===== config.mk =====
export PLATFORM = sky130hd
export DESIGN_NAME = fifo_ctrl_2k_8
export DESIGN_NICKNAME = d
export VERILOG_FILES = /design/src/rtl/fifo_ctrl_2k_8.sv
export SDC_FILE = /design/constraint.sdc
export NUM_CORES = 1
export LEC_CHECK = 0
export CORE_UTILIZATION = 54
export CTS_CLUSTER_SIZE = 25
export DETAILED_ROUTE_END_ITERATION = 10
export MAX_ROUTING_LAYER = met4
export PLACE_DENSITY = 0.84
export SKIP_LAST_GASP = 1
export SLEW_MARGIN = 10
export SYNTH_ARGS = -nofsm -noshare
export SYNTH_HDL_FRONTEND = slang
export SYNTH_SLANG_ARGS = --single-unit

===== constraint.sdc =====
create_clock -name clk -period 6.04 [get_ports clk]
set_input_delay 1.208 -clock clk [delete_from_list [all_inputs] [get_ports clk]]
set_output_delay 1.208 -clock clk [all_outputs]
set_load 0.02 [all_outputs]

===== src/rtl/fifo_ctrl_2k_8.sv =====
// Single-clock byte FIFO controller around a 2048x8 dual-port RAM with registered read data.
// Optional sticky overflow flag on port ovf when FIFO_OVF_FLAG_EN is defined.
module fifo_ctrl_2k_8 #(
  parameter int ADDR_WIDTH   = 11,
  parameter int DATA_WIDTH   = 8,
  parameter int AFULL_THRESH = 1792
) (
  input  logic                  clk,
  input  logic                  reset,
  input  logic                  clear,
  input  logic                  in_valid,
  output logic                  in_ready,
  input  logic [DATA_WIDTH-1:0] in_data,
  output logic                  out_valid,
  input  logic                  out_ready,
  output logic [DATA_WIDTH-1:0] out_data,
  output logic [ADDR_WIDTH+1:0] count,
  output logic                  almost_full,
`ifdef FIFO_OVF_FLAG_EN
  output logic                  ovf,
`endif
  output logic                  ram_we,
  output logic [ADDR_WIDTH-1:0] ram_a,
  output logic [DATA_WIDTH-1:0] ram_di,
  output logic [ADDR_WIDTH-1:0] ram_dpra,
  input  logic [DATA_WIDTH-1:0] ram_dpo
);

  localparam int PW = ADDR_WIDTH + 1;
  localparam logic [PW-1:0] DEPTH = {1'b1, {ADDR_WIDTH{1'b0}}};
  localparam logic [PW-1:0] AFULL = PW'(AFULL_THRESH);

  logic [PW-1:0]         wr_ptr_reg, wr_ptr_next;
  logic [PW-1:0]         rd_ptr_reg, rd_ptr_next;
  logic [PW-1:0]         mem_cnt, mem_cnt_next;
  logic                  en_reg;
  logic                  out_valid_reg, out_valid_next;
  logic [DATA_WIDTH-1:0] out_data_reg, out_data_next;
  logic                  skid_valid_reg, skid_valid_next;
  logic [DATA_WIDTH-1:0] skid_data_reg, skid_data_next;
  logic                  inflight_reg, inflight_next;
  logic [PW:0]           count_reg, count_next;
  logic                  almost_full_reg, almost_full_next;
  logic                  full, empty, in_fire, out_fire, issue, head_free;
  logic [1:0]            stage_occ;

  // Pointers carry a wrap bit, so the difference spans 0..DEPTH.
  assign mem_cnt = wr_ptr_reg - rd_ptr_reg;
  assign full    = (mem_cnt == DEPTH);
  assign empty   = (mem_cnt == '0);

  assign in_ready  = en_reg & ~full & ~clear;
  assign in_fire   = in_valid & in_ready;
  assign out_fire  = out_valid_reg & out_ready;
  assign head_free = ~out_valid_reg | out_fire;

  // Output stage slots that will be taken after this edge; head + skid can hold two bytes.
  assign stage_occ = {1'b0, out_valid_reg} + {1'b0, skid_valid_reg}
                   + {1'b0, inflight_reg} - {1'b0, out_fire};
  assign issue     = ~empty & (stage_occ < 2'd2) & ~clear;

  assign ram_we   = in_fire;
  assign ram_a    = wr_ptr_reg[ADDR_WIDTH-1:0];
  assign ram_di   = in_data;
  assign ram_dpra = rd_ptr_reg[ADDR_WIDTH-1:0];

  assign wr_ptr_next  = wr_ptr_reg + {{ADDR_WIDTH{1'b0}}, in_fire};
  assign rd_ptr_next  = rd_ptr_reg + {{ADDR_WIDTH{1'b0}}, issue};
  assign mem_cnt_next = wr_ptr_next - rd_ptr_next;

  always_comb begin
    out_valid_next  = out_valid_reg;
    out_data_next   = out_data_reg;
    skid_valid_next = skid_valid_reg;
    skid_data_next  = skid_data_reg;
    inflight_next   = issue;
    if (head_free) begin
      if (skid_valid_reg) begin
        out_valid_next  = 1'b1;
        out_data_next   = skid_data_reg;
        skid_valid_next = inflight_reg;
        if (inflight_reg) skid_data_next = ram_dpo;
      end else if (inflight_reg) begin
        out_valid_next = 1'b1;
        out_data_next  = ram_dpo;
      end else begin
        out_valid_next = 1'b0;
      end
    end else if (inflight_reg) begin
      skid_valid_next = 1'b1;
      skid_data_next  = ram_dpo;
    end
  end

  assign count_next = {1'b0, mem_cnt_next} + {{PW{1'b0}}, out_valid_next}
                    + {{PW{1'b0}}, skid_valid_next} + {{PW{1'b0}}, inflight_next};
  assign almost_full_next = (mem_cnt_next >= AFULL);

  always_ff @(posedge clk or negedge reset) begin
    if (!reset) begin
      en_reg          <= 1'b0;
      wr_ptr_reg      <= '0;
      rd_ptr_reg      <= '0;
      out_valid_reg   <= 1'b0;
      out_data_reg    <= '0;
      skid_valid_reg  <= 1'b0;
      skid_data_reg   <= '0;
      inflight_reg    <= 1'b0;
      count_reg       <= '0;
      almost_full_reg <= 1'b0;
    end else if (clear) begin
      // Flush drops any byte still on ram_dpo by clearing inflight.
      en_reg          <= 1'b1;
      wr_ptr_reg      <= '0;
      rd_ptr_reg      <= '0;
      out_valid_reg   <= 1'b0;
      out_data_reg    <= '0;
      skid_valid_reg  <= 1'b0;
      skid_data_reg   <= '0;
      inflight_reg    <= 1'b0;
      count_reg       <= '0;
      almost_full_reg <= 1'b0;
    end else begin
      en_reg          <= 1'b1;
      wr_ptr_reg      <= wr_ptr_next;
      rd_ptr_reg      <= rd_ptr_next;
      out_valid_reg   <= out_valid_next;
      out_data_reg    <= out_data_next;
      skid_valid_reg  <= skid_valid_next;
      skid_data_reg   <= skid_data_next;
      inflight_reg    <= inflight_next;
      count_reg       <= count_next;
      almost_full_reg <= almost_full_next;
    end
  end

  assign out_valid   = out_valid_reg;
  assign out_data    = out_data_reg;
  assign count       = count_reg;
  assign almost_full = almost_full_reg;

`ifdef FIFO_OVF_FLAG_EN
  logic ovf_reg;

  always_ff @(posedge clk or negedge reset) begin
    if (!reset) begin
      ovf_reg <= 1'b0;
    end else if (clear) begin
      ovf_reg <= 1'b0;
    end else if (en_reg & in_valid & ~in_ready) begin
      ovf_reg <= 1'b1;
    end
  end

  assign ovf = ovf_reg;
`endif

endmodule


# After elaboration in Yosys (flattened, before gate mapping)

Cells that the tools add are included.

Reduce and logical (&&, ||, !) cells: 4
Multiplexer cells: 21
Bitwise gates (word level): 11
Eq/ne operators: 2
$lt $le $gt $ge: 2
Add/subtract/negate cells: 10

Operators with widths:

| operator                                              | number |
|---|---|
| two-way mux 8 bit                                     | 8 |
| adder 13 x 1 -> 13 bit                                | 2 |
| adder 12 x 1 -> 12 bit                                | 2 |
| two-way mux 12 bit                                    | 2 |
| subtractor 12 bit                                     | 2 |
| adder 12 x 1 -> 13 bit                                | 1 |
| two-way mux 13 bit                                    | 1 |
| == test 12 bit, second input constant                 | 1 |
| >= comparator 12 x 11 -> 1 bit, second input constant | 1 |
| logical NOT 12 bit                                    | 1 |
| two-way mux 1 bit                                     | 10 |
| bitwise AND 1 bit                                     | 6 |
| inverter 1 bit                                        | 4 |
| != test 3 bit, second input constant                  | 1 |
| nonzero test 3 bit                                    | 1 |
| adder 1 x 1 -> 2 bit                                  | 1 |
| adder 2 x 1 -> 2 bit                                  | 1 |
| < comparator 2 bit, second input constant             | 1 |
| AND reduction 2 bit                                   | 1 |
| nonzero test 2 bit                                    | 1 |
| subtractor 2 x 1 -> 2 bit                             | 1 |
| bitwise OR 1 bit                                      | 1 |

Logic and storage cells: 60
Bits in registers: 58
Input port bits: 21
Output and inout bits: 55

# Depth between registers and ports, before layout

Gate-level depths: netlist of run 1.

Word-level depth: 12
Depth in mapped cells: 27
Depth with buffers taken out: 27

# Worst setup path after synthesis of run 1

OpenSTA, ideal clock, no wires.

Kind: register -> register
From: register rd_ptr_reg[1]
To: register count_reg[11] (netlist: count[11])
Library setup time: 0.066 ns
Stages on the path, launching flop included: 25
Buffers on the path: 0
Period minus slack after synthesis: 5.712 ns
Data arrival time: 5.645 ns
Required time: 5.974 ns
Setup slack: 0.328 ns
Cells stage by stage: dfrtp_1 -> inv_1 -> ha_1 -> nor2b_1 -> o21ai_0 -> nand2b_1 -> a21oi_1 -> o21ai_0 -> a21bo_2 -> o41ai_1 -> xnor2_1 -> a211oi_1 -> ha_1 -> nand3_1 -> xor2_1 -> inv_1 -> ha_1 -> a21o_2 -> a31o_1 -> o211a_2 -> o2111a_1 -> or3_4 -> and3_4 -> a311oi_2 -> a41o_1

Word-level cells in the longest chain between the ends: 12
Elaborated cells between the ends (all ways): 17
Classes of those cells: add/sub: 7; eq/ne: 1; mux: 1; bitwise: 7; reduce/logical: 1

Ends and longest elaborated chain:

| what                                 | RTL line | text |
|---|---|---|
| start, declared                      | 34       | `logic [PW-1:0] rd_ptr_reg, rd_ptr_next;` |
| start signal, assigned               | 126      | `rd_ptr_reg <= rd_ptr_next;` |
| subtractor 12 bit                    | 48       | `assign mem_cnt = wr_ptr_reg - rd_ptr_reg;` |
| == test 12 bit                       | 49       | `assign full = (mem_cnt == DEPTH);` |
| inverter 1 bit                       | 52       | `assign in_ready = en_reg & ~full & ~clear;` |
| bitwise AND 1 bit (2 in series)      | 52       |  |
| bitwise AND 1 bit                    | 53       | `assign in_fire = in_valid & in_ready;` |
| net ram_we                           | 22       | `output logic ram_we,` |
| adder 12 x 1 -> 12 bit               | 67       | `assign wr_ptr_next = wr_ptr_reg + {{ADDR_WIDTH{1'b0}}, in_fire};` |
| subtractor 12 bit                    | 69       | `assign mem_cnt_next = wr_ptr_next - rd_ptr_next;` |
| adder 12 x 1 -> 13 bit               | 95       | `assign count_next = {1'b0, mem_cnt_next} + {{PW{1'b0}}, out_valid_next}` |
| adder 13 x 1 -> 13 bit (2 in series) | 96       | `+ {{PW{1'b0}}, skid_valid_next} + {{PW{1'b0}}, inflight_next};` |
| two-way mux 13 bit                   | 111      | `end else if (clear) begin` |
| end signal, assigned                 | 132      | `count_reg <= count_next;` |
| end, declared                        | 42       | `logic [PW:0] count_reg, count_next;` |

The timed path passes the listed nets, and every way through them passes these cells.
A chain may end at the register's enable or synchronous reset.

# Final worst setup path of run 1

From: input port out_ready
To: register count_reg[10] (netlist: count[10])

Word-level cells in the longest chain between the ends: 11
Elaborated cells between the ends (all ways): 14
Classes of those cells: add/sub: 6; order compare: 1; mux: 3; bitwise: 4

Ends and longest elaborated chain:

| what                            | RTL line | text |
|---|---|---|
| start, declared                 | 15       | `input logic out_ready,` |
| bitwise AND 1 bit (*)           | 54       | `assign out_fire = out_valid_reg & out_ready;` |
| subtractor 2 x 1 -> 2 bit       | 59       | `+ {1'b0, inflight_reg} - {1'b0, out_fire};` |
| < comparator 2 bit              | 60       | `assign issue = ~empty & (stage_occ < 2'd2) & ~clear;` |
| bitwise AND 1 bit (2 in series) | 60       |  |
| adder 12 x 1 -> 12 bit          | 68       | `assign rd_ptr_next = rd_ptr_reg + {{ADDR_WIDTH{1'b0}}, issue};` |
| subtractor 12 bit               | 69       |  |
| adder 12 x 1 -> 13 bit          | 95       |  |
| adder 13 x 1 -> 13 bit          | 96       |  |
| adder 13 x 1 -> 13 bit (*)      | 96       |  |
| two-way mux 13 bit (*)          | 111      |  |

Mark *: on every way between the ends. The rest lies on a longest branch, timed or not.

==> summary.md, run 1 <==
| Metric | Value |
|---|---|
| Clock Pin Slew Worst Setup and Hold Paths | 70 ps |
| WS Path Type | primary input to register |
| Synth cell types | 66 |
| Initial Util | 57.2% |
| Main combinational cell family by area after synthesis | simple AND/OR/NAND/NOR gates |
| Status | finished clean |
| Logic pwr share | 53.2% |
| Die H | 90.6 um |
| Inst Count DP | 604 |
| PD cells | 370 mW/mm^2 |
| Mux contribution to synthesized area | 3.78% |
| Critical Path Stages | 22 |
| Startpoint Class | primary input |
| Rel. slew slack | 34.4% |
| Max Root-Sink Buffers | 2 |
| Starting DRT DRC Count | 207 |
| Post-layout min period | 5750 ps |
| Final hold viol count | 0 |
| GRT Resource Usage Total | 27.4% |
| Bufs and invs on worst path | 4 |
| Compound-gate portion of the synthesized area | 14.1% |
| DRC viols | 0 |
| Worst-case clock skew | 8.60 ps |
| Initial antenna violation count | 0 |
| Commonest non-fill, non-tap cell in the layout | dfrtp_1 |
| Largest net degree at the start of global routing | 59 |
| CP required | 6310 ps |
| Largest register FFs | 13 |
| Fraction of layout cells with a size suffix above 1 | 17.9% |
| Pwr Total | 1.92 mW |
| Reported net switching power | 0.758 mW |
| Internal power | 1.16 mW |
| WL per Instance | 16.9 um |
| Avg Cell Area, Syn | 9.45 um^2 |
| Flop pwr share | 25.5% |
| Final ANT Viol Nets | 0 |
| Mapped Area | 0.00423 mm^2 |
| Leak | 2.37 nW |
| Sw Ratio | 39.4% |
| Final period util | 95.2% |
| FMAX | 174 MHz |
| Worst slew pin tran | 981 ps |
| Prevailing post-synth register cell | dfrtp_1 |
| Slew Limit Fails | 0 |
| Vias | 3,595 |
| Worst Hold Class | register to register |
| First-pass GRT wire length | 17.5 mm |
| Full die area | 0.00820 mm^2 |
| FF-to-FF path depth | 27 |
| Pre-antenna DRT Iters | 5 |
| Sequence of cells on the critical path | clkdlybuf4s50_1 > and2_1 > ha_1 > inv_1 > ha_1 > a21oi_1 > xnor2_1 > a211oi_1 > buf_4 > ha_1 > ha_2 > nand3_1 > or3_4 > and2_1 > ha_1 > inv_1 > or3_2 > o221ai_1 > or3_4 > nand3_1 > or3_1 > a21oi_1 |
| CP max stage cell | or3_2 |
| CP delay by family, top | simple AND/OR/NAND/NOR gates |
| Min Hold Slack | 538 ps |
| Critical Path AT | 6020 ps |
| GPL Wtd Cong | 0.864 |
| Setup TNS | 0 ps |
| Adder-Cell Fraction of Synth Area | 10.3% |
| Max incr delay on CP | 430 ps |
| Post-Layout Cell Count | 620 |
| Util after Layout | 70.1% |
| Max VDD drop | 0.294 mV |
| Max_cap viols | 0 |
| Mapped Nets | 502 |
| Post-Syn Instances | 448 |
| Flops & latches, synth | 58 |
| CTS root buffer | clkbuf_8 |
| H-tree depth | 3 |
| Post-DP HPWL | 7.48 mm |
| I/O Pins | 76 |
| # port buffers | 59 |
| Vias in the first global route | 3,752 |
| Crit-path max FO | 5 |
| Detailed Route WL | 10.5 mm |
| Core ar. | 0.00741 mm^2 |
| # hold bufs at CTS | 0 |
| Clock sinks | 58 |
| Filler cell count | 541 |
| Layout area overhead | 22.7% |
| Hold depth | 2 |
| Final Setup Violations | 0 |
| CTS tree | yes |
| FP Rows | 31 |
| Clock latency at the later pin of the worst-skew pair | 350 ps |
| Via-to-Cell Ratio | 5.80 |
| Final #Nets | 570 |
| Xor-xnor portion of the synthesized cell area | 8.22% |
| Cts bufs inserted | 9 |
| Register area share after synthesis | 34.3% |
| Crit path top cell by count | ha_1 |
| CP endpoint kind | register |
| Yosys warning total | 0 |
| Most frequent cells in the layout | dfrtp_1, clkdlybuf4s50_1, nor2_1 |
| Grt ovf | 0 |
| Number of synthesized flops with an enable pin | 0 |
| Unrepaired setup endpoints after global routing | no |
| Ant diodes | 0 |
| Synth Area in Simple Gates | 19.9% |
| Fraction of synthesis flops using an asynchronous set or reset pin | 100% |
| Die width | 90.6 um |
| Clock network fraction of total power | 21.4% |
per-stage QoR:
step,cell area (um^2),setup WS (ps)
after floorplan,4230,328
after global placement,4950,238
after detailed placement,4950,12.2
after CTS,5180,177
after global routing,5200,26.2
final,5200,289
cells in the mapped netlist (all sizes together), types with 2 or more instances:
| library cell | instances | area share, % |
|---|---|---|
| a31oi | 5 | 0.74 |
| mux2i | 16 | 3.8 |
| o211a | 3 | 0.71 |
| nor2b | 13 | 1.9 |
| nor2 | 53 | 4.7 |
| and4 | 2 | 0.44 |
| xor2 | 13 | 2.7 |
| inv | 31 | 2.7 |
| and2 | 5 | 0.74 |
| o21a | 3 | 0.71 |
| nand2b | 4 | 0.59 |
| nand2 | 17 | 1.5 |
| o21ai | 9 | 1.1 |
| a21oi | 11 | 1.3 |
| o221a | 3 | 0.80 |
| nand3b | 2 | 0.35 |
| buf | 35 | 5.9 |
| o2111ai | 2 | 0.41 |
| clkbuf | 5 | 0.44 |
| or3 | 8 | 1.5 |
| and3 | 5 | 0.89 |
| dfrtp | 58 | 34 |
| ha | 30 | 8.9 |
| nand3 | 18 | 2.2 |
| o31ai | 2 | 0.35 |
| nor4 | 5 | 0.74 |
| a211oi | 15 | 3.0 |
| o211ai | 4 | 0.71 |
| or2 | 2 | 0.30 |
| fa | 3 | 1.4 |
| nand4 | 4 | 1.3 |
| a2111oi | 2 | 0.86 |
| a21o | 7 | 1.3 |
| xnor2 | 25 | 5.5 |
| nor3 | 12 | 1.5 |
power by group through the flow:
stage / Clock, mW / Sequential (mW) / Combinational (mW)
after floorplan: 0 / 0.556 / 0.603
after global placement: 0 / 0.493 / 0.959
after detailed placement: 0 / 0.497 / 0.985
after CTS: 0.415 / 0.490 / 1.01
after global routing: 0.432 / 0.497 / 1.11
final: 0.411 / 0.490 / 1.02
timing repair:
| action | in CTS | in global routing |
|---|---|---|
| resized for setup | 0 | 6 |
| buffers inserted | 0 | 0 |
| endpoints found under the setup margin | 0 | 6 |
cells by family (layout without fill, tap and decap cells):
group,after synthesis,in the layout
AOI/OAI and AO/OA,75,75
xor gates and xnor gates,38,38
adders and majority gates,33,33
buffers and inverters,72,145
DFF,58,58
muxes,16,16
other,1,1
and+or+nand+nor,155,155
final cells by class:
cell class | count | area, um^2 | area share [%]
multi-input combinational | 318 | 2410 | 46.3
sequential | 58 | 1450 | 27.9
inverter | 31 | 116 | 2.24
clock buffer | 9 | 124 | 2.38
timing repair buffer | 98 | 873 | 16.8
clock inverter | 7 | 101 | 1.95
tap | 99 | 124 | 2.38
final timing paths:
path / start / slack, ps / endpoint
max in group asynchronous: reset / 4540 / rd_ptr_reg[3]$_DFF_PN0_
min in group asynchronous: reset / 1000 / out_data[1]$_DFFE_PN0P_
worst min register to register: skid_data_reg[1]$_DFFE_PN0P_ / 540 / skid_data_reg[1]$_DFFE_PN0P_
worst min-delay path: skid_data_reg[1]$_DFFE_PN0P_ / 540 / skid_data_reg[1]$_DFFE_PN0P_
worst max register to register: wr_ptr_reg[1]$_DFF_PN0_ / 330 / count[10]$_DFF_PN0_
worst max-delay path: out_ready / 290 / count[10]$_DFF_PN0_
tightest hold or removal path, stage by stage, from the launching register on:
cell and delay (ps):
dfrtp_1 350, mux2i_1 70, nor2_1 80
routing by layer:
layer	share of wire, %	routed length [um]	GRT usage, %
met2	51	5360	46.0
met3	4.4	460	6.40
met1	42	4390	31.2
met4	2.7	285	12.1
met5	0	0	-
(Power assumes the default switching activity.)
==> run 2: changes to the inputs <==
--- a/config.mk
+++ b/config.mk
@@ -6,6 +6,7 @@
 export NUM_CORES = 1
 export LEC_CHECK = 0
 export CORE_UTILIZATION = 54
+export CTS_BUF_LIST = sky130_fd_sc_hd__clkbuf_16
 export CTS_CLUSTER_SIZE = 25
 export DETAILED_ROUTE_END_ITERATION = 10
 export MAX_ROUTING_LAYER = met4
==> run 2 against run 1 <==
Compared with the run above:
- die area did not move
- clock power rose by 36%
- final area rose by 2.6%
- cell count rose by 0.16%
- clock-buffer cell count did not move
- clock skew fell by 1.7 ps
- hold slack got worse by 8.2 ps
- non-clock buffer count rose by 1
- global-route usage rose by 1.7 points
- utilization rose by 1.9 points
- critical path depth did not move
- first-iteration DRC count rose by 24%
- critical path type unchanged
==> summary.md, run 2 (synthesis results as in run 1) <==
| Metric | Value |
|---|---|
| PD cells | 397 mW/mm^2 (+7.2%) |
| Hold depth | 2 (unchanged) |
| CP endpoint kind | register |
| GRT Resource Usage Total | 29.1% (+1.7 points) |
| CP max stage cell | or3_1 |
| Sequence of cells on the critical path | clkdlybuf4s50_1 > and2_1 > ha_1 > inv_1 > ha_1 > a21oi_2 > xnor2_1 > a211oi_2 > buf_4 > ha_1 > ha_2 > inv_1 > fa_1 > nand2_1 > nor2b_1 > a31o_1 > o211a_2 > o211ai_1 > a21o_2 > o211ai_1 > or3_1 > a21oi_1 |
| Worst-case clock skew | 6.90 ps (-1.69 ps) |
| Crit-path max FO | 5 (unchanged) |
| Max incr delay on CP | 480 ps (+50 ps) |
| Pre-antenna DRT Iters | 5 (unchanged) |
| Initial Util | 57.2% (unchanged) |
| Final hold viol count | 0 (unchanged) |
| Via-to-Cell Ratio | 5.97 (+3.0%) |
| Clock Pin Slew Worst Setup and Hold Paths | 60 ps (about the same) |
| Min Hold Slack | 530 ps (-8.19 ps) |
| Startpoint Class | primary input |
| Vias | 3,709 (+3.2%) |
| Grt ovf | 0 (unchanged) |
| Max Root-Sink Buffers | 2 (unchanged) |
| WS Path Type | primary input to register |
| Max VDD drop | 0.281 mV (-4.4%) |
| Filler cell count | 508 (-6.1%) |
| Most frequent cells in the layout | dfrtp_1, clkdlybuf4s50_1, nor2_1 |
| Detailed Route WL | 11.2 mm (+6.5%) |
| CTS root buffer | clkbuf_16 |
| Critical Path AT | 6100 ps (+80 ps) |
| CTS tree | yes |
| DRC viols | 0 (unchanged) |
| Setup TNS | 0 ps (unchanged) |
| Starting DRT DRC Count | 257 (+24%) |
| Fraction of layout cells with a size suffix above 1 | 19.0% (+1.1 points) |
| WL per Instance | 18.0 um (+6.4%) |
| Final ANT Viol Nets | 0 (unchanged) |
| Layout area overhead | 26.0% |
| Post-layout min period | 5850 ps (+93.8 ps) |
| Largest net degree at the start of global routing | 59 (unchanged) |
| Critical Path Stages | 22 (unchanged) |
| Unrepaired setup endpoints after global routing | no |
| Cts bufs inserted | 9 (unchanged) |
| Commonest non-fill, non-tap cell in the layout | dfrtp_1 |
| Worst Hold Class | register to register |
| Core ar. | 0.00741 mm^2 (unchanged) |
| First-pass GRT wire length | 18.4 mm (+5.2%) |
| Status | finished clean |
| M2 GR Usage | 49.9% (+3.9 points) |
| Max_cap viols | 0 (unchanged) |
| # hold bufs at CTS | 0 (unchanged) |
| R2R setup slack | 200 ps (-130 ps) |
| # port buffers | 59 (unchanged) |
| FF-to-FF path depth | 24 (-11%) |
| Final Setup Violations | 0 (unchanged) |
| Die H | 90.6 um (unchanged) |
| Hold Crit Start | skid_data_reg[5]$_DFFE_PN0P_ |
| Slew Limit Fails | 0 (unchanged) |
| Met1 usage | 32.6% (+1.4 points) |
| Ant diodes | 0 (unchanged) |
| Largest register FFs | 13 (unchanged) |
| Worst flop-to-flop path startpoint | wr_ptr_reg[1]$_DFF_PN0_ |
| Worst Hold Path EP | skid_data_reg[5]$_DFFE_PN0P_ |
| CP delay by family, top | compound AO/OA/AOI/OAI gates |
| Final #Nets | 571 (+0.18%) |
| Die width | 90.6 um (unchanged) |
| Vias in the first global route | 3,861 (+2.9%) |
| Final period util | 96.8% (+1.6 points) |
| CP required | 6290 ps (-20 ps) |
| Met3 Resource Use GR | 6.73% (+0.34 points) |
| FMAX | 171 MHz (-1.6%) |
| Full die area | 0.00820 mm^2 (unchanged) |
| Initial antenna violation count | 0 (unchanged) |
| GRT Max-Usage Layer | met2 |
| Worst slew pin tran | 1030 ps (+44.2 ps) |
| Clock latency at the later pin of the worst-skew pair | 340 ps (about the same) |
| Leak | 2.43 nW (+2.4%) |
| H-tree depth | 3 (unchanged) |
| RR Endpoint | count[10]$_DFF_PN0_ |
| Rel. slew slack | 31.4% (-3.0 points) |
| I/O Pins | 76 (unchanged) |
| Post-DP HPWL | 7.48 mm (unchanged) |
| GPL Wtd Cong | 0.864 (unchanged) |
| Crit path top cell by count | ha_1 |
| FP Rows | 31 (unchanged) |
| Clock sinks | 58 (unchanged) |
| Bufs and invs on worst path | 4 (unchanged) |
==> run 2: what timing repair did <==
action | 4_1_cts | 5_1_grt
hold endpoints to repair | 0 | 0
resized for setup | 0 | 11
setup buffers | 0 | 1
setup endpoints to repair | 0 | 7
==> run 2: worst max path at each step <==
stage / start / to / slack (ps)
6_report: out_ready / count[10]$_DFF_PN0_ / 190
5_1_grt: wr_ptr_reg[1]$_DFF_PN0_ / count[10]$_DFF_PN0_ / 30
4_1_cts: out_ready / count[10]$_DFF_PN0_ / 120
3_5_place_dp: out_ready / count[10]$_DFF_PN0_ / 10
3_3_place_gp: out_ready / count[9]$_DFF_PN0_ / 240
2_1_floorplan: rd_ptr_reg[1]$_DFF_PN0_ / count[11]$_DFF_PN0_ / 330
==> run 2: metal layers <==
| layer | part of all wire (%) | vias to the layer above |
|---|---|---|
| li1 | - | 1685 |
| met1 | 40 | 1799 |
| met2 | 51 | 172 |
| met3 | 5.4 | 53 |
| met4 | 3.9 | 0 |
| met5 | 0 | - |
==> run 2: worst reg2reg max path: cells and delay by family, from the launching register on <==
family / cells / cell delay [ps]
simple gates: 5 / 890
buf+inv: 2 / 370
xor+xnor: 1 / 80
compound gates: 12 / 2670
flops: 1 / 400
fa+ha+maj: 4 / 1340
==> run 2: power by group <==
| part | total [mW] | switching [mW] | internal (mW) |
|---|---|---|---|
| Sequential | 0.492 | 0.0353 | 0.457 |
| Combinational | 1.07 | 0.573 | 0.492 |
| Clock | 0.559 | 0.196 | 0.363 |
==> run 2: area by class of cell <==
type | count | area, um^2 | share of cell area, %
clock inverters | 7 | 101 | 1.90
well taps | 99 | 124 | 2.32
multi-input cells | 318 | 2430 | 45.6
clock buffers | 9 | 225 | 4.22
repair buffers | 99 | 881 | 16.5
flip-flops and latches | 58 | 1450 | 27.2
inverters | 31 | 116 | 2.18
==> run 2: per-stage QoR <==
stage               setup WS (ps)  std cells  cell area (um^2)  util [%]  total power, mW
finish                        195        621              5330      72.0             2.12
detailed placement           12.2        604              4950      66.9             1.48
global route                 30.9        621              5330      72.0             2.23
CTS                           123        620              5280      71.3             2.06
global placement              238        604              4950      66.9             1.45
floorplan                     328        448              4230         -             1.16
